[config.mk]
export PLATFORM = sky130hd
export DESIGN_NAME = fir_out_fifo
export DESIGN_NICKNAME = d
export VERILOG_FILES = /design/src/rtl/fir_out_fifo.sv
export SDC_FILE = /design/constraint.sdc
export NUM_CORES = 1
export LEC_CHECK = 0
export ABC_CLOCK_PERIOD_IN_PS = 6500
export CAP_MARGIN = 15
export CORE_MARGIN = 8
export CORE_UTILIZATION = 55
export DETAILED_ROUTE_END_ITERATION = 8
export PLACE_DENSITY = 0.81
export SETUP_SLACK_MARGIN = 0.1
export SLEW_MARGIN = 20
export SYNTH_ARGS = -nofsm -noshare
export SYNTH_HDL_FRONTEND = slang
export SYNTH_SLANG_ARGS = --single-unit
[constraint.sdc]
create_clock -name axis_clk -period 6.5 [get_ports axis_clk]
set_clock_uncertainty 0.15 [all_clocks]
set_input_delay 1.3 -clock axis_clk [delete_from_list [all_inputs] [get_ports axis_clk]]
set_output_delay 1.3 -clock axis_clk [all_outputs]
set_load 0.05 [all_outputs]
[src/rtl/fir_out_fifo.sv]
// fir_out_fifo: elastic first-word-fall-through output buffer for the FIR engine's
// AXI-Stream master port. It decouples short sink stalls from the FIR, carries tlast
// alongside each sample, and keeps occupancy, sample and frame statistics.
//
// Ports:
//   axis_clk, axis_rst        clock, asynchronous active-high reset
//   clr                       synchronous flush of FIFO and statistics
//   in_tvalid/tdata/tlast     sample stream from the FIR; in_tready back to it
//   out_tvalid/tdata/tlast    head-of-FIFO stream to the sink; out_tready from it
//   level, max_level          current occupancy and high-water mark
//   sample_cnt, frame_cnt     output transfers / output transfers with tlast (wrap)
//   frame_done                one-cycle pulse after each output transfer with tlast
module fir_out_fifo #(
  parameter int unsigned pDATA_WIDTH = 32,
  parameter int unsigned DEPTH       = 4,
  parameter int unsigned PTR_W       = $clog2(DEPTH)
) (
  input  logic                   axis_clk,
  input  logic                   axis_rst,
  input  logic                   clr,
  input  logic                   in_tvalid,
  input  logic [pDATA_WIDTH-1:0] in_tdata,
  input  logic                   in_tlast,
  output logic                   in_tready,
  output logic                   out_tvalid,
  output logic [pDATA_WIDTH-1:0] out_tdata,
  output logic                   out_tlast,
  input  logic                   out_tready,
  output logic [PTR_W:0]         level,
  output logic [PTR_W:0]         max_level,
  output logic [15:0]            sample_cnt,
  output logic [15:0]            frame_cnt,
  output logic                   frame_done
);

  localparam logic [PTR_W:0] CntFull = (PTR_W+1)'(DEPTH);

  // Payload storage {tlast, data}; deliberately not reset.
  logic [pDATA_WIDTH:0] mem_q [DEPTH];

  logic [PTR_W-1:0] wr_ptr_q, wr_ptr_d;
  logic [PTR_W-1:0] rd_ptr_q, rd_ptr_d;
  logic [PTR_W:0]   count_q, count_d;
  logic [PTR_W:0]   max_level_q, max_level_d;
  logic [15:0]      sample_cnt_q, sample_cnt_d;
  logic [15:0]      frame_cnt_q, frame_cnt_d;
  logic             frame_done_q, frame_done_d;

  logic                 wr, rd;
  logic [pDATA_WIDTH:0] head;

  // No pass-through when full: a read while full frees the slot for the next cycle.
  assign in_tready  = ~axis_rst & ~clr & (count_q != CntFull);
  assign out_tvalid = (count_q != '0);
  assign wr         = in_tvalid & in_tready;
  assign rd         = out_tvalid & out_tready;

  assign head      = mem_q[rd_ptr_q];
  assign out_tdata = out_tvalid ? head[pDATA_WIDTH-1:0] : '0;
  assign out_tlast = out_tvalid & head[pDATA_WIDTH];

  assign level      = count_q;
  assign max_level  = max_level_q;
  assign sample_cnt = sample_cnt_q;
  assign frame_cnt  = frame_cnt_q;
  assign frame_done = frame_done_q;

  always_comb begin
    wr_ptr_d     = wr_ptr_q;
    rd_ptr_d     = rd_ptr_q;
    count_d      = count_q;
    max_level_d  = max_level_q;
    sample_cnt_d = sample_cnt_q;
    frame_cnt_d  = frame_cnt_q;
    frame_done_d = 1'b0;

    if (clr) begin
      // Flush wins over any handshake in the same cycle.
      wr_ptr_d     = '0;
      rd_ptr_d     = '0;
      count_d      = '0;
      max_level_d  = '0;
      sample_cnt_d = '0;
      frame_cnt_d  = '0;
    end else begin
      if (wr) wr_ptr_d = wr_ptr_q + PTR_W'(1);
      if (rd) rd_ptr_d = rd_ptr_q + PTR_W'(1);
      case ({wr, rd})
        2'b10:   count_d = count_q + (PTR_W+1)'(1);
        2'b01:   count_d = count_q - (PTR_W+1)'(1);
        default: count_d = count_q;
      endcase
      if (count_d > max_level_q) max_level_d = count_d;
      if (rd) begin
        sample_cnt_d = sample_cnt_q + 16'd1;
        if (head[pDATA_WIDTH]) begin
          frame_cnt_d  = frame_cnt_q + 16'd1;
          frame_done_d = 1'b1;
        end
      end
    end
  end

  always_ff @(posedge axis_clk or posedge axis_rst) begin
    if (axis_rst) begin
      wr_ptr_q     <= '0;
      rd_ptr_q     <= '0;
      count_q      <= '0;
      max_level_q  <= '0;
      sample_cnt_q <= '0;
      frame_cnt_q  <= '0;
      frame_done_q <= 1'b0;
    end else begin
      wr_ptr_q     <= wr_ptr_d;
      rd_ptr_q     <= rd_ptr_d;
      count_q      <= count_d;
      max_level_q  <= max_level_d;
      sample_cnt_q <= sample_cnt_d;
      frame_cnt_q  <= frame_cnt_d;
      frame_done_q <= frame_done_d;
    end
  end

  always_ff @(posedge axis_clk) begin
    if (wr) mem_q[wr_ptr_q] <= {in_tlast, in_tdata};
  end

endmodule

=== Yosys cells after proc, flatten, opt, wreduce, memory -nomap -nowiden ===
Memories as Yosys holds them, arrays and structs flattened.
Index checks and enable logic that the tools add are counted.

* Flip-flop bits (word level): 43
* Memory bits (writable): 132
* Input bits: 38
* Memories: 1

* Add/sub/neg operators: 6
* $lt $le $gt $ge: 1
* Equal/unequal tests: 3
* Multiplexer cells: 20
* Bitwise logic cells: 7
* Reductions and logical operators: 6

{| class="wikitable"
|+ Memories
! memory !! depth !! bits a word !! rd ports !! clocked after Yosys merged registers in !! write ports !! line !! source
|-
| mem_q || 4 || 33 || 1 || 0 || 1 || 39 || <nowiki>logic [pDATA_WIDTH:0] mem_q [DEPTH];</nowiki>
|}

{| class="wikitable"
|+ Operator list
! cell !! count
|-
| $mux W16 || 5
|-
| $add A16 B1 Y16 const B || 2
|-
| $mux W32 || 1
|-
| $mux W3 || 4
|-
| $mux W2 || 4
|-
| $reduce_bool A2 Y1 || 4
|-
| $pmux W3 S2 || 1
|-
| $and A1 B1 Y1 || 5
|-
| $mux W1 || 5
|-
| $add A2 B1 Y2 const B || 2
|-
| $add A3 B1 Y3 const B || 1
|-
| $gt A3 B3 Y1 || 1
|-
| $ne A3 B3 Y1 const B || 1
|-
| $reduce_bool A3 Y1 || 1
|-
| $sub A3 B1 Y3 const B || 1
|-
| $eq A2 B1 Y1 const B || 1
|-
| $eq A2 B2 Y1 const B || 1
|-
| $not A1 Y1 || 2
|-
| $reduce_and A2 Y1 || 1
|}

=== Depth between registers and ports, before layout ===
Gate-level depths: netlist of the first run.

* Word-level depth: 10
* Gate-level depth with buffers: 13

=== Least setup slack after synthesis of the first run ===
Ideal clock, no wire load.

* Kind: input-to-reg
* From: input port clr
* To: register max_level_q[0], in the netlist max_level[0]
* Library setup time: 0.132 ns
* Arrival time: 5.223 ns
* Setup slack: 0.995 ns
* Stages on the path: 12
* Path buffers: 1
* Cell sequence: clkbuf_1 a211oi_1 nand2_1 ha_1 fa_1 mux2_2 ha_1 nor2b_1 o21ai_0 a32oi_1 mux2i_1 nor2_1

* Longest elaborated chain between the ends: 9
* Elaborated cells between the ends (all ways): 12
* Those cells by class: order compare (1); eq/ne (2); mux (4); bitwise (4); reduce/logical (1)

{| class="wikitable"
|+ Ends and longest elaborated chain
! element !! line !! source
|-
| start, declared || 20 || <nowiki>input logic clr,</nowiki>
|-
| $not A1 Y1 (*) || 53 || <nowiki>assign in_tready = ~axis_rst & ~clr & (count_q != CntFull);</nowiki>
|-
| $and A1 B1 Y1 (*) (2 in series) || 53 ||
|-
| via in_tready || 24 || <nowiki>output logic in_tready,</nowiki>
|-
| $and A1 B1 Y1 (*) || 55 || <nowiki>assign wr = in_tvalid & in_tready;</nowiki>
|-
| $eq A2 B1 Y1 or $eq A2 B2 Y1 (tied branches) || 88 || <nowiki>case ({wr, rd})</nowiki>
|-
| $pmux W3 S2 (*) || 88 ||
|-
| $mux W3 (*) || 77 || <nowiki>if (clr) begin</nowiki>
|-
| $gt A3 B3 Y1 or $mux W3 (tied branches) || 93 || <nowiki>if (count_d > max_level_q) max_level_d = count_d;</nowiki>
|-
| $reduce_bool A2 Y1 (no source line) or $mux W3 (tied branches) || n/a ||
|-
| end signal, assigned || 117 || <nowiki>max_level_q <= max_level_d;</nowiki>
|-
| end, declared || 44 || <nowiki>logic [PTR_W:0] max_level_q, max_level_d;</nowiki>
|}

The timed path passes the listed nets; every way through them passes the cells marked *. The select of a mux whose other input is x is not followed.
A chain may end at the register's enable or synchronous reset.

=== Worst setup path after layout of the first run ===
* From: input port clr
* To: output port in_tready

* Longest elaborated chain between the ends: 3

{| class="wikitable"
|+ Ends and longest elaborated chain
! element !! line
|-
| $not A1 Y1 || 53
|-
| $and A1 B1 Y1 (2 in series) || 53
|-
| end, declared || 24
|}

No other way between the ends.

==> results by stage, run 1 <==
Synth:
- The sequential cell area fraction in the yosys report is 0.6989.
- The number of nets handed over by synthesis was 487.
- The warning count from the yosys run is 0.
- The number of flip-flops and latches in the synthesized netlist is 175.
- The most frequently used flop master after synthesis is sky130_fd_sc_hd__edfxtp_1.
- After synthesis, the netlist uses 35 different library cells.
- A synthesized cell averages 16.46 sq um.
- By count the netlist is led by sky130_fd_sc_hd__edfxtp_1, sky130_fd_sc_hd__dfrtp_1, sky130_fd_sc_hd__nor2_1.
- Ranked by total cell area, the synthesized netlist is headed by sky130_fd_sc_hd__edfxtp_1, sky130_fd_sc_hd__dfrtp_1, sky130_fd_sc_hd__mux4_2, sky130_fd_sc_hd__and2_1, sky130_fd_sc_hd__xnor2_1.
- The dominant cell type by area after synthesis is sky130_fd_sc_hd__edfxtp_1.
- The area share of the largest cell type after synthesis is 0.5497.
- The area of the mapped netlist is 7211 sq um.
- The count of flip-flops with a built-in enable after synthesis is 132.
- Counting flops with an async set or reset pin after synthesis yields a share of 0.2457.
- sky130_fd_sc_hd__edfxtp_1 is the most common cell in the netlist.
- In the synthesized netlist, the number of instances is 438.

Floorplan:
- For this configuration, the core starts out at a cell density of 0.5533.
- The I/O pin count is 112.
- The floorplan row count is 42.
- The die is 130.5 microns wide.
- The die height is 130.5 microns.
- The area of the core region is 13030 sq um.
- The die covers 17030 sq um.

GRT:
- In the global route stage, overall resource usage came out at 0.1841.
- The maximum number of pins on one net before global-route repair is 46.
- The wire length of the first global-routing pass is 23.16 mm.
- The number of antenna violations at the first check in global routing is 1.
- The via count of the first global-routing pass came to 4432.
- The remaining global-route overflow is 0.

Clock tree:
- The clock insertion delay at the later pin of the skew report is 0.42 ns.
- Clock tree synthesis inserted a total of 17 buffers.
- The clock-pin transition on the worst setup and hold timing paths is 0.06 ns.
- The number of setup buffers added after CTS is 0.
- No sink is reached through more buffers than the 2 on the longest clock path.
- The TritonCTS clock tree is done.
- The root buffer cell is sky130_fd_sc_hd__clkbuf_16.
- The H-tree level count is 4.
- The tree built by TritonCTS fans out to 175 sinks.
- After clock tree synthesis, the repair step resized 0 gates.
- The number of buffers inserted by hold repair at cts is 0.

Timing:
- Setup violations remaining at the end of the flow were counted as 0.
- In the post-route analysis, the smallest setup slack over all paths is 1.584 ns.
- Static timing analysis puts the maximum clock frequency at 0.2034 GHz.
- The count of pins over their slew limit is 0.
- Headroom to the max-slew limit came out at 0.3170.
- Setup repair after global routing left no endpoint under its margin.
- The slew of the pin with the lowest slew margin is 1.024 ns.
- The total count of hold-check failures in the final report is 0.
- The worst path in the final design needs a cycle of 4.916 ns, including I/O delays and setup.
- After routing, the total negative slack on setup checks comes to 0 ns.
- Dividing the final minimum period by the clock period gives 0.7564.

Pwr:
- Power spread over the standard cell area amounts to 379.3 nW/um^2.
- VDD sags by at most 0.0002304 V.
- The net switching power of the design is 0.001187 W.
- The total internal power is 0.002248 W.
- The clock share of power is 0.280.
- The part of the total power dissipated in sequential elements is 0.378.
- Summed over all cells, the static leakage comes to 3.134 nW.
- Of the total power, the share spent switching nets is 0.3455.
- Of the total power, combinational logic draws 0.342.

Setup path:
- The slowest stage of the critical path is the sky130_fd_sc_hd__clkdlybuf4s50_1 cell.
- The critical path goes through clkdlybuf4s50_1 -> buf_4 -> a211oi_1 -> clkdlybuf4s50_1.
- The largest single stage delay on the critical path is 0.93 ns.
- The launching element type of the critical path is an input port.
- In this run the worst path has a maximum fanout of 45.
- The worst setup path is captured at an output port.
- The critical path data required time is 5.05 ns.
- The critical path is of the in -> out type.
- The data arrival time of the critical path is 3.47 ns.
- By instance count, the cell type seen most on the critical path is sky130_fd_sc_hd__clkdlybuf4s50_1.

Place:
- During placement, the flow inserted port buffers numbering 111.
- Summed over all nets, the half-perimeter wirelength after detailed placement is 9.601 mm.
- The total placed cells including tap cells is 711.
- After detailed placement, the total cell area comes to 8487 sq um.
- The congestion estimate from routability-driven global placement came to 0.7891.
- The worst slack at placement is 1.231 ns.

Routing:
- The count of nets left with antenna violations once routing finished came out at 0.
- Wires add up to 14.83 mm.
- Across all layers, the routed design uses 4081 vias.
- The post-detailed-route DRC marker count is 0.
- The detailed router finished its first iteration with 340 violations.
- In the final routed layout, each cell accounts on average for 19.97 microns.
- The number of detailed-route iterations in the first pass is 4.
- The detailed-route vias per instance is 5.493.

Job:
- The total of max-cap violations is 0.

Run status:
- The run finished with clean final reports.

Finish:
- The final layout contains 603 nets.
- For this run, the share of the core covered by cells in the final layout is 0.6949.
- Compared with the post-synthesis result, the final layout area differs by 25.59%.
- The finished layout holds 743 standard cells, fillers aside.
- The fraction of final layout cells sized beyond drive strength 1 is 0.1323.
- The antenna cell count is 0.
- Fill cells in the final layout number 906.
- After routing the design area is 9056 sq um.

Worst hold path:
- The tightest min-delay check is of the reg -> reg type.
routing by layer:
metal,track usage,wire (microns),vias up
met2,0.3062,7857,116
met5,0,13,-
li1,-,-,1875
met4,0.07157,129,2
met1,0.2177,6050,2076
met3,0.06209,782,12
state kept, by name, indices dropped and copies added, names as in the netlist:
name        flops
mem_q         132
level           3
frame_done      1
rd_ptr_q        2
max_level       3
sample_cnt     16
frame_cnt      16
wr_ptr_q        2
critical path: cells and delay by family:
kind | cells | cell delay [ns]
buffers and inverters | 3 | 1.59
AO/OA/AOI/OAI | 1 | 0.57
stage by stage:
step	hold slack (ns)	power, W
floorplan	0.3925	0.002142
finish	0.3878	0.003435
CTS	0.3998	0.003472
global placement	0.3715	0.002484
global route	0.4542	0.003570
detailed placement	0.3861	0.002507
cell families after synthesis:
kind of cell	Yosys count	synth area share
flip-flops	175	0.6989
AND/OR/NAND/NOR	135	0.1001
multiplexers	38	0.1102
XOR/XNOR	30	0.03644
buffers and inverters	30	0.01891
AO/OA/AOI/OAI	19	0.01527
adder cells (fa/ha/maj)	11	0.02013
path summary, 6_finish.rpt:
path,startpoint,cells past startpoint,slack [ns],endpoint
max,clr,4,1.58,in_tready
min,rd_ptr_q[1],2,0.39,rd_ptr_q[1]
max reg2reg,level[0],12,2.61,max_level[1]
min reg2reg,rd_ptr_q[1],2,0.39,rd_ptr_q[1]
max in group asynchronous,axis_rst,3,4.60,rd_ptr_q[0]
min in group asynchronous,axis_rst,3,1.20,sample_cnt[12]
layout by cell type (no fill, tap or decap), types with 2 or more instances in the layout:
master,Yosys,routed
sky130_fd_sc_hd__mux2i_1,4,4
sky130_fd_sc_hd__buf_4,1,4
sky130_fd_sc_hd__clkinv_2,0,3
sky130_fd_sc_hd__clkdlybuf4s50_1,0,111
sky130_fd_sc_hd__and4_1,2,2
sky130_fd_sc_hd__xor2_1,10,10
sky130_fd_sc_hd__nand3_1,8,8
sky130_fd_sc_hd__o21ai_0,7,7
sky130_fd_sc_hd__nor2_1,36,36
sky130_fd_sc_hd__nor4_1,2,2
sky130_fd_sc_hd__a21oi_1,8,8
sky130_fd_sc_hd__clkbuf_16,0,17
sky130_fd_sc_hd__nand2_1,14,14
sky130_fd_sc_hd__or3_1,7,7
sky130_fd_sc_hd__clkbuf_8,0,4
sky130_fd_sc_hd__nor3_1,9,9
sky130_fd_sc_hd__nand4_2,2,2
sky130_fd_sc_hd__mux4_2,33,33
sky130_fd_sc_hd__xnor2_1,20,20
sky130_fd_sc_hd__dfrtp_1,43,42
sky130_fd_sc_hd__clkinvlp_4,0,2
sky130_fd_sc_hd__clkinv_1,0,2
sky130_fd_sc_hd__nor2b_1,4,4
sky130_fd_sc_hd__and2_1,35,35
sky130_fd_sc_hd__ha_1,10,10
sky130_fd_sc_hd__and3_2,0,4
sky130_fd_sc_hd__nand4_1,9,9
sky130_fd_sc_hd__inv_1,12,12
sky130_fd_sc_hd__edfxtp_1,132,132
power by group through the flow:
| stage | Sequential [W] | Combinational, W | Clock [W] |
|---|---|---|---|
| after global placement | 0.00132 | 0.00116 | 0 |
| after detailed placement | 0.00132 | 0.00118 | 0 |
| after global routing | 0.00131 | 0.00124 | 0.00102 |
| final | 0.00130 | 0.00117 | 0.000961 |
| after CTS | 0.00130 | 0.00119 | 0.000980 |
| after floorplan | 0.00133 | 0.000809 | 0 |
final cells by class:
type	instances	area [sq um]	share of cell area
Timing Repair Buffer	115	1141	0.1260
Multi-Input combinational cell	233	2039	0.2252
Clock inverter	10	85.08	0.009395
Clock buffer	22	484.2	0.05347
Sequential cell	175	5041	0.5566
Tap cell	176	220.2	0.02432
Inverter	12	45.04	0.004974
(Power assumes the default switching activity.)
==> run 2, diff against run 1 <==
--- a/config.mk
+++ b/config.mk
@@ -5,12 +5,12 @@
 export SDC_FILE = /design/constraint.sdc
 export NUM_CORES = 1
 export LEC_CHECK = 0
-export ABC_CLOCK_PERIOD_IN_PS = 6500
+export ABC_CLOCK_PERIOD_IN_PS = 4100
 export CAP_MARGIN = 15
 export CORE_MARGIN = 8
-export CORE_UTILIZATION = 55
+export CORE_UTILIZATION = 48
 export DETAILED_ROUTE_END_ITERATION = 8
-export PLACE_DENSITY = 0.81
+export PLACE_DENSITY = 0.75
 export SETUP_SLACK_MARGIN = 0.1
 export SLEW_MARGIN = 20
 export SYNTH_ARGS = -nofsm -noshare
==> constraint.sdc (replaced) <==
create_clock -name axis_clk -period 4.1 [get_ports axis_clk]
set_clock_uncertainty 0.15 [all_clocks]
set_input_delay 0.82 -clock axis_clk [delete_from_list [all_inputs] [get_ports axis_clk]]
set_output_delay 0.82 -clock axis_clk [all_outputs]
set_load 0.05 [all_outputs]
==> run 2 against run 1 <==
Against the previous run: worst hold slack gained 0.019 ns; register-to-register slack lost 1.9 ns; via count is 0.78% higher; design area rose by 1.9%; global-route usage shrank 2.6 points; first-iteration DRC count fell by 34%; die area rose by 13%; clock power rose by 68%; flip-flop and latch count unchanged; utilization fell by 7.6 points; combinational power is 67% higher; critical endpoint is now out_tlast; highest routed layer is now met4.
==> results by stage, run 2 (same netlist as run 1, synthesis figures left out) <==
Run status:
- Status: completed (unchanged).

Clock tree:
- The TritonCTS clock tree is done (unchanged).
- The clock insertion delay at the later pin of the skew report was 0.42 ns (about the same).
- The number of setup buffers added after CTS was 0 (unchanged).
- The number of buffers inserted by hold repair at cts is 0 (unchanged).
- The H-tree level count was 4 (unchanged).
- The root buffer cell is sky130_fd_sc_hd__clkbuf_16 (unchanged).
- The count of cells resized by post-cts repair is 0 (unchanged).
- The number of buffers added by the clock tree synthesis step is 17 (unchanged).
- The maximum number of buffers from clock root to sink is 2 (unchanged).
- The sink count of the clock tree is 175 (unchanged).
- The clock-pin transition on the worst setup and hold timing paths is 0.06 ns (about the same).

Finish:
- The multi-input combinational cell area is 2066 sq um (was 2039 sq um).
- The most flop-heavy register is mem_q (unchanged).
- The number of filler cells placed in the layout is 1102 (was 906).
- The number of nets in the final layout is 614 (was 603).
- The storage element area is 5042 sq um (was 5041 sq um).
- Top library cells by usage in the layout, fill and taps aside: sky130_fd_sc_hd__edfxtp_1, sky130_fd_sc_hd__clkdlybuf4s50_1, sky130_fd_sc_hd__dfrtp_1 (unchanged).
- The flip-flop count of the largest register after layout is 132 (unchanged).
- The synthesis-to-layout area growth is 28.02% (was 25.59%).
- The post-layout instance count excluding filler cells is 767 (was 743).
- The most common cell after layout, fill and taps aside is sky130_fd_sc_hd__edfxtp_1 (unchanged).
- The fraction of final layout cells sized beyond drive strength 1 is 0.1626 (was 0.1323).

Place:
- The number of port buffers is 111 (unchanged).
- The total placed cells including tap cells came to 734 (was 711).
- The HPWL after detailed placement is 10.10 mm (was 9.601 mm).
- The weighted congestion reported at the end of routability-driven placement was 0.7707 (was 0.7891).

Timing:
- The fmax is 0.2712 GHz.
- The final count of negative-setup-slack endpoints is 0 (unchanged).
- The count of pins over their slew limit is 0 (unchanged).
- The normalized max-slew margin came to 0.4409 (was 0.3170).
- The slew of the pin with the lowest slew margin is 0.8377 ns (was 1.024 ns).
- The routed design could run at a clock period as short as 3.688 ns.
- RSZ-0062 raised after global routing: false (unchanged).
- Dividing the final minimum period by the clock period gives 0.8995.
- The total count of hold-check failures in the final report is 0 (unchanged).
- The setup total negative slack came to 0 ns (unchanged).

Routing:
- The average wire length per cell after detail routing is 19.32 microns (was 19.97 microns).
- The number of detailed-route iterations in the first pass was 4 (unchanged).
- The final routed wirelength across all metal layers is 14.82 mm (was 14.83 mm).
- The number of antenna-violating nets in the routed design was 0 (unchanged).
- The post-detailed-route DRC marker count is 0 (unchanged).
- The detailed-route vias per instance came to 5.362 (was 5.493).
- The total via count in the routed design is 4113 (was 4081).
- The number of DRC markers after the initial detailed-route iteration is 225 (was 340).

Setup path:
- The maximum cell stage delay along the critical path is 0.82 ns (was 0.93 ns).
- The nature of the critical path endpoint was an output port (unchanged).
- Cell-by-cell listing of the critical path: or3_2 -> and2_1 -> clkdlybuf4s50_1 (was clkdlybuf4s50_1 -> buf_4 -> a211oi_1 -> clkdlybuf4s50_1).
- The critical path's slowest cell is sky130_fd_sc_hd__or3_2 (was sky130_fd_sc_hd__clkdlybuf4s50_1).
- The cell type group with the largest total delay on the critical path is simple AND/OR/NAND/NOR gates (was buffers and inverters).
- The maximum fanout along the worst path is 34 (was 45).
- The flop-to-flop setup slack is 0.73 ns (was 2.61 ns).
- The critical path data required time is 3.13 ns (was 5.05 ns).
- The data arrival time of the critical path is 2.72 ns (was 3.47 ns).
- The type of the worst setup path is reg -> out (was in -> out).
- The launching element type of the critical path was a register (was input port).
- The number of buffer and inverter stages on the critical path is 1 (was 3).

Floorplan:
- The area of the core region came to 14920 sq um (was 13030 sq um).
- The I/O pin count is 112 (unchanged).
- The die height was 138.6 microns (was 130.5 microns).
- The floorplan row count is 45 (was 42).
- The overall die area came to 19200 sq um (was 17030 sq um).
- The width of the die is 138.6 microns (was 130.5 microns).
- The starting density of the core was 0.4833 (was 0.5533).

GRT:
- The maximum number of pins on one net before global-route repair is 45 (was 46).
- The remaining global-route overflow was 0 (unchanged).
- The total global routing track utilization is 0.1580 (was 0.1841).
- The via count of the first global-routing pass is 4513 (was 4432).
- The wire length of the first global-routing pass is 23.90 mm (was 23.16 mm).
- The number of antenna violations at the first check in global routing is 1 (unchanged).

Pwr:
- The maximum vdd ir drop is 0.0003386 V (was 0.0002304 V).
- The power density normalized to cell area came to 604.5 nW/um^2 (was 379.3 nW/um^2).
- The leakage power total is 3.203 nW (was 3.134 nW).

Worst hold path:
- The class of the most critical hold timing path was reg -> reg (unchanged).

Job:
- The total of max-cap violations is 0 (unchanged).
-- run 2: where the power goes --
| part | internal (W) | switching, W | leakage [nW] | total (W) |
|---|---|---|---|---|
| sequential | 0.00196 | 0.0000585 | 1.79 | 0.00202 |
| clock | 0.000957 | 0.000656 | 0.280 | 0.00161 |
| combinational | 0.000748 | 0.00120 | 1.14 | 0.00195 |
-- run 2: per-layer routing --
layer / share of wire / vias to the layer above / wire, microns / track usage
li1: - / 1892 / - / -
met1: 0.40 / 2102 / 5913 / 0.1785
met2: 0.53 / 91 / 7814 / 0.2728
met3: 0.046 / 28 / 680 / 0.04075
met4: 0.028 / 0 / 412 / 0.07780
met5: 0 / - / 0 / 0
-- run 2: through the flow --
stage	cell area [sq um]	util	hold WS [ns]	worst slack (ns)	power (W)
final	9231	0.6187	0.4072	0.4121	0.005580
after global routing	9231	0.6187	0.4598	0.3289	0.005794
after CTS	9228	0.6184	0.4094	0.1260	0.005643
after detailed placement	8633	0.5786	0.3885	0.05382	0.004031
after global placement	8633	0.5786	0.3831	0.1727	0.003997
after floorplan	7236	-	0.3925	0.1165	0.003421
-- run 2: worst paths after layout --
kind	from	endpoint	depth (start not counted)
worst max-delay path	level[1]	out_tlast	3
worst min-delay path	frame_cnt[15]	frame_cnt[15]	2
worst max register to register	level[0]	max_level[1]	12
worst min register to register	frame_cnt[15]	frame_cnt[15]	2
max in group asynchronous	axis_rst	frame_cnt[1]	3
min in group asynchronous	axis_rst	wr_ptr_q[0]	2
-- run 2: layout make-up --
cell class / count / area share
multi-input combinational: 233 / 0.2238
clock inverter: 14 / 0.01789
antenna: 1 / 0.0002711
clock buffer: 18 / 0.04649
sequential: 175 / 0.5462
inverter: 12 / 0.004879
tap: 188 / 0.02548
timing repair buffer: 126 / 0.1350
-- run 2: worst register-to-register path, cell delays in order, from the launching register on --
cell and delay [ns]:
sky130_fd_sc_hd__dfrtp_1 0.51, sky130_fd_sc_hd__nor2_1 0.12, sky130_fd_sc_hd__a211oi_4 0.27, sky130_fd_sc_hd__nand2_2 0.11, sky130_fd_sc_hd__ha_2 0.20, sky130_fd_sc_hd__fa_1 0.44
sky130_fd_sc_hd__mux2_2 0.30, sky130_fd_sc_hd__ha_1 0.31, sky130_fd_sc_hd__nor2b_1 0.13, sky130_fd_sc_hd__o21ai_0 0.11, sky130_fd_sc_hd__a32oi_2 0.29, sky130_fd_sc_hd__mux2i_1 0.25
sky130_fd_sc_hd__nor2_1 0.06
